## config.mk

```make
export PLATFORM = sky130hd
export DESIGN_NAME = ysyx_23060278_regfile_sb
export DESIGN_NICKNAME = d
export VERILOG_FILES = /design/src/rtl/ysyx_23060278_rf_pkg.sv /design/src/rtl/ysyx_23060278_sb_cnt.sv /design/src/rtl/ysyx_23060278_regfile_sb.sv
export SDC_FILE = /design/constraint.sdc
export NUM_CORES = 2
export LEC_CHECK = 0
export BUFFER_PORTS_ARGS = -buffer_cell sky130_fd_sc_hd__clkbuf_2
export CAP_MARGIN = 30
export CELL_PAD_IN_SITES_DETAIL_PLACEMENT = 1
export CELL_PAD_IN_SITES_GLOBAL_PLACEMENT = 2
export CORE_MARGIN = 10
export CORE_UTILIZATION = 47
export CTS_BUF_LIST = sky130_fd_sc_hd__clkbuf_16
export CTS_CLUSTER_DIAMETER = 150
export DETAILED_ROUTE_END_ITERATION = 16
export GPL_ROUTABILITY_DRIVEN = 1
export PLACE_DENSITY = 0.83
export SLEW_MARGIN = 20
export SYNTH_ARGS = -nofsm -noshare
export SYNTH_HDL_FRONTEND = slang
export SYNTH_SLANG_ARGS = --single-unit
```

## constraint.sdc

```tcl
create_clock -name clk -period 3.91 [get_ports clk]
set_input_delay 0.782 -clock clk [delete_from_list [all_inputs] [get_ports clk]]
set_output_delay 0.782 -clock clk [all_outputs]
set_load 0.03 [all_outputs]
```

## src/rtl/ysyx_23060278_rf_pkg.sv

```systemverilog
// Shared constants and helpers for the NPC register file with write scoreboard.
// Latency: n/a (declarations only).
// Backpressure: n/a.
package ysyx_23060278_rf_pkg;

   localparam int XLEN_DEF = 32;
   localparam int NREG_DEF = 32;
   localparam int NRD_DEF  = 2;
   localparam int CW_DEF   = 2;

   // Largest outstanding-write count a CW_DEF-bit counter can hold.
   localparam int CNT_MAX  = (1 << CW_DEF) - 1;

   // Register address width; a one-entry file still gets a 1-bit address.
   function automatic int calc_aw(input int nreg);
      return (nreg <= 1) ? 1 : $clog2(nreg);
   endfunction

endpackage

```

## src/rtl/ysyx_23060278_sb_cnt.sv

```systemverilog
// Saturating up/down outstanding-write counter for one register, with clear.
// Latency: count updates one edge after inc/dec/clr; zero/one/full decode the current count.
// Backpressure: inc is ignored when full, dec is ignored when zero; clr wins over both.
// Ports: clk, rst (async active-low), inc, dec, clr -> cnt, zero, one, full.
module ysyx_23060278_sb_cnt #(
   parameter int CW = 2
) (
   input  logic          clk,
   input  logic          rst,
   input  logic          inc,
   input  logic          dec,
   input  logic          clr,
   output logic [CW-1:0] cnt,
   output logic          zero,
   output logic          one,
   output logic          full
);

   localparam logic [CW-1:0] L_CNT_MAX = {CW{1'b1}};

   logic [CW-1:0] r_cnt;
   logic          w_up;
   logic          w_dn;

   // Guards keep the count from wrapping in either direction.
   assign w_up = inc & ~full;
   assign w_dn = dec & ~zero;

   always_ff @(posedge clk or negedge rst) begin
      if (!rst) begin
         r_cnt <= '0;
      end else if (clr) begin
         r_cnt <= '0;
      end else if (w_up && !w_dn) begin
         r_cnt <= r_cnt + 1'b1;
      end else if (w_dn && !w_up) begin
         r_cnt <= r_cnt - 1'b1;
      end
   end

   assign cnt  = r_cnt;
   assign zero = (r_cnt == '0);
   assign one  = (r_cnt == CW'(1));
   assign full = (r_cnt == L_CNT_MAX);

endmodule

```

## src/rtl/ysyx_23060278_regfile_sb.sv

```systemverilog
// Parametrised integer register file with write-to-read bypass and per-register write scoreboard.
// Latency: reads combinational (bypass from WB in the same cycle); writes/counters/wb_err after one edge.
// Backpressure: issue_ready drops when the destination's outstanding-write counter is saturated.
// Ports: rs_addr/rs_data/rs_ready (NRD read ports), issue_valid/issue_rd/issue_ready (ID reservation),
//        wb_valid/wb_rd/wb_data (WB return), flush (drop all reservations), wb_err (sticky unexpected WB).
module ysyx_23060278_regfile_sb
   import ysyx_23060278_rf_pkg::*;
#(
   parameter  int XLEN     = XLEN_DEF,
   parameter  int NREG     = NREG_DEF,
   parameter  int NRD      = NRD_DEF,
   parameter  int CW       = CW_DEF,
   parameter  int ZERO_REG = 1,
   localparam int AW       = calc_aw(NREG)
) (
   input  logic              clk,
   input  logic              rst,
   input  logic [NRD*AW-1:0] rs_addr,
   output logic [NRD*XLEN-1:0] rs_data,
   output logic [NRD-1:0]    rs_ready,
   input  logic              issue_valid,
   input  logic [AW-1:0]     issue_rd,
   output logic              issue_ready,
   input  logic              wb_valid,
   input  logic [AW-1:0]     wb_rd,
   input  logic [XLEN-1:0]   wb_data,
   input  logic              flush,
   output logic              wb_err
);

   logic [XLEN-1:0] r_regs [NREG];
   logic            r_wb_err;

   logic [CW-1:0]   w_cnt  [NREG];
   logic [NREG-1:0] w_zero;
   logic [NREG-1:0] w_one;
   logic [NREG-1:0] w_full;

   logic            w_wb_vld;
   logic            w_wb_en;
   logic            w_iss_en;

   // A writeback strobe seen while reset is held is ignored, so reads stay 0 during reset.
   assign w_wb_vld = wb_valid & rst;

   // x0 (when hardwired) swallows writebacks and issues without touching any state.
   assign w_wb_en  = w_wb_vld & ~((ZERO_REG != 0) && (wb_rd == '0));
   assign w_iss_en = issue_valid & issue_ready & ~((ZERO_REG != 0) && (issue_rd == '0));

   assign issue_ready = ~w_full[issue_rd];

   for (genvar g = 0; g < NREG; g++) begin : g_cnt
      ysyx_23060278_sb_cnt #(
         .CW (CW)
      ) u_cnt (
         .clk  (clk),
         .rst  (rst),
         .inc  (w_iss_en && (issue_rd == AW'(g))),
         .dec  (w_wb_en && (wb_rd == AW'(g))),
         .clr  (flush),
         .cnt  (w_cnt[g]),
         .zero (w_zero[g]),
         .one  (w_one[g]),
         .full (w_full[g])
      );
   end

   always_ff @(posedge clk or negedge rst) begin
      if (!rst) begin
         for (int k = 0; k < NREG; k++) begin
            r_regs[k] <= '0;
         end
      end else if (w_wb_en) begin
         r_regs[wb_rd] <= wb_data;
      end
   end

   // A flush in the same cycle legitimately orphans the writeback, so it is not flagged.
   always_ff @(posedge clk or negedge rst) begin
      if (!rst) begin
         r_wb_err <= 1'b0;
      end else if (w_wb_en && !flush && (w_cnt[wb_rd] == '0)) begin
         r_wb_err <= 1'b1;
      end
   end

   assign wb_err = r_wb_err;

   for (genvar gi = 0; gi < NRD; gi++) begin : g_rd
      logic [AW-1:0] w_ra;
      logic          w_x0;
      logic          w_hit;

      assign w_ra  = rs_addr[gi*AW +: AW];
      assign w_x0  = (ZERO_REG != 0) && (w_ra == '0);
      assign w_hit = w_wb_vld && (wb_rd == w_ra);

      assign rs_data[gi*XLEN +: XLEN] = w_x0  ? '0 :
                                        w_hit ? wb_data : r_regs[w_ra];

      // Final when nothing is pending, or the only pending writer is returning right now.
      assign rs_ready[gi] = w_x0 | w_zero[w_ra] | (w_hit & w_one[w_ra]);
   end

endmodule

```

==> qor.txt <==
Die H -> 383 um
IO Count -> 125
VDD IR max -> 0.000410 V
Horiz. Die Dim -> 383 um
Actual slew at the worst max-slew pin -> 0.970 ns
Worst Skew -> 0.0214 ns
Placeable Area -> 131000 um2
Via count -> 43300
Critical path fanouts, max -> 34
Slew margin rel. -> 35.3%
Failing checks -> setup timing
CP max-delay cell -> a21oi_1
Crit path DAT -> 3.15 ns
DP Wirelength -> 144000 um
First-pass GRT wire length -> 327000 um
EDFF count, synth -> 0
Worst path cell trace -> buf_4 -> buf_12 -> nor2b_4 -> buf_12 -> buf_4 -> a22oi_1 -> a21oi_1 -> a22o_1 -> clkbuf_2
Wire per inst -> 35.2 um
Buffers on Ports -> 124
Top cells by area, synth -> dfrtp_1, mux4_2, mux2_2
Async S/R FF share, synth -> 100%
Final layout net count -> 4637
Count of cell types in the netlist -> 67
CTS tree -> done
Row count -> 133
Primary FF master, synth -> dfrtp_1
DRC -> 0
Max Cap Violations -> 0
Initial DRC count -> 4346
Synthesis warning total -> 0
Status -> complete, but fails checks
Post-Route WL -> 223000 um
Endpoints failing setup -> 2
Class of the most critical setup path -> input pin to primary output
Pwr dens -> 441 nW/um2
Final period util -> 101%
Root buf cell -> clkbuf_16
Worst skew pair latency -> 0.76 ns
Final max-slew violation count -> 0
Die Area -> 147000 um2
Count leader, synth -> dfrtp_1
Final Util -> 53.9%
Final WS setup -> -0.0241 ns
Minimum clock period -> 3.93 ns
Global router's overall resource usage -> 30.0%
Syn_nets -> 4527
Fin. Hold Viols -> 0
Drt pass-1 iters -> 5
LEAKAGE -> 31.2 nW
Initial Utilization -> 47.2%
Sinks on Clock Net -> 1089
Synth top area share -> 44.1%
Synth-to-Final Area Change -> 14.2%
Post-Syn Area per Cell -> 14.1 um2
Largest net degree at the start of global routing -> 159
Crit start category -> input pin
Vias in the first global route -> 46300
Total CTS buffers -> 118
Share of layout cells above drive strength 1 -> 48.6%
Antenna violations before repair -> 15
Commonest cells post-synth -> dfrtp_1, mux2_2, mux4_2
Yosys top cell by area -> dfrtp_1
Vias/cell -> 6.82
CTS H-Tree Depth -> 3
Gpl congestion -> 0.873
Layout fillers -> 12600
GRT Residual Overflow -> 0
Mapped Area -> 61900 um2
CP endpoint kind -> primary output
Crit-path max cell delay -> 0.52 ns
Clock-pin slew on the worst setup and hold paths -> 0.06 ns
Yosys reg bits -> 1089
Max Buffers Root-to-Sink -> 3
Crit path required time -> 3.13 ns
HP Class -> input pin to async pin
Fin Hold WS -> 0.166 ns
Fmax -> 254 MHz
Final ANT Viol Nets -> 0
Seq/Total Area, Yosys -> 44.1%
Synthesized netlist cell count -> 4374
==> final timing paths <==
path / slack (ns) / cells after the start / start / to
max: -0.02 / 9 / rs_addr[3] / rs_data[15]
min: 0.17 / 2 / rst / g_cnt[5].u_cnt.cnt[0]
max reg2reg: 1.52 / 6 / g_cnt[4].u_cnt.cnt[0] / g_cnt[4].u_cnt.cnt[1]
min reg2reg: 0.40 / 0 / r_regs[1006] / r_regs[1006]
max in group asynchronous: 1.51 / 4 / rst / r_regs[84]
min in group clk: 0.40 / 0 / r_regs[1006] / r_regs[1006]
==> power breakdown <==
part	switching (W)	internal [W]
clock	0.00501	0.00662
sequential	0.00112	0.0126
combinational	0.00276	0.00300
total	0.00889	0.0223
==> kinds of logic after synthesis <==
kind of cell    synth area share, %
compound gates                 4.94
xor+xnor                       1.04
fa+ha+maj                      2.07
buf+inv                        3.97
flops                          44.1
mux                            40.3
simple gates                   3.59
==> sequential cells by signal (all words and copies together), names as in the netlist <==
| name | count |
|---|---|
| r_regs | 1024 |
| wb_err | 1 |
| g_cnt.u_cnt.cnt | 64 |
==> cell type report <==
class,instances,area (um2),area share (%)
clock buffers,120,3000,4.25
repair buffers,459,4480,6.35
well taps,1755,2200,3.11
clock inverters,102,941,1.33
inverters,66,248,0.351
flip-flops and latches,1089,27300,38.6
multi-input cells,2750,32500,46.0
diodes,9,22.5,0.0319
==> cell usage in the layout, fill, tap and decap left out, types with 81 or more instances in the layout <==
master / netlist / layout
dfrtp_1: 1089 / 1086
mux2_2: 983 / 983
mux4_2: 512 / 512
buf_4: 51 / 238
mux2i_1: 198 / 198
clkbuf_16: 0 / 120
clkbuf_2: 0 / 112
nand2_1: 105 / 102
o22ai_1: 99 / 98
buf_12: 0 / 96
ha_1: 96 / 94
nor2_1: 105 / 86
inv_1: 66 / 84
a22oi_1: 82 / 81
==> what timing repair did <==
item,CTS,global route
gates resized for setup,16,23
buffers inserted,2,3
hold endpoints to repair,4,0
hold buffers,1,0
setup endpoints to repair,15,19
pin swaps,2,7
==> stage by stage <==
stage                     instance area [um2]  total power [W]  instances  setup WS (ns)  setup TNS (ns)
final                                   70700           0.0312       6350        -0.0241         -0.0320
after global routing                    70700           0.0323       6349       -0.00280        -0.00280
after CTS                               70500           0.0312       6337        0.00297               0
after detailed placement                66400           0.0195       6112         -0.452           -1.02
after global placement                  66400           0.0192       6111         -0.726           -2.23
after floorplan                         61900           0.0174       4374         0.0755               0
==> critical path, delay by kind of cell <==
family	cells	cell delay (ns)
buf+inv	5	1.20
compound gates	3	0.88
simple gates	1	0.25
==> layer usage <==
layer  global-route usage (%)  part of all wire (%)
met1                     40.6                    40
met2                     46.5                    46
met3                     6.35                   8.7
met4                     13.1                   4.9
met5                        0                 0.023
(Power assumes the default switching activity.)
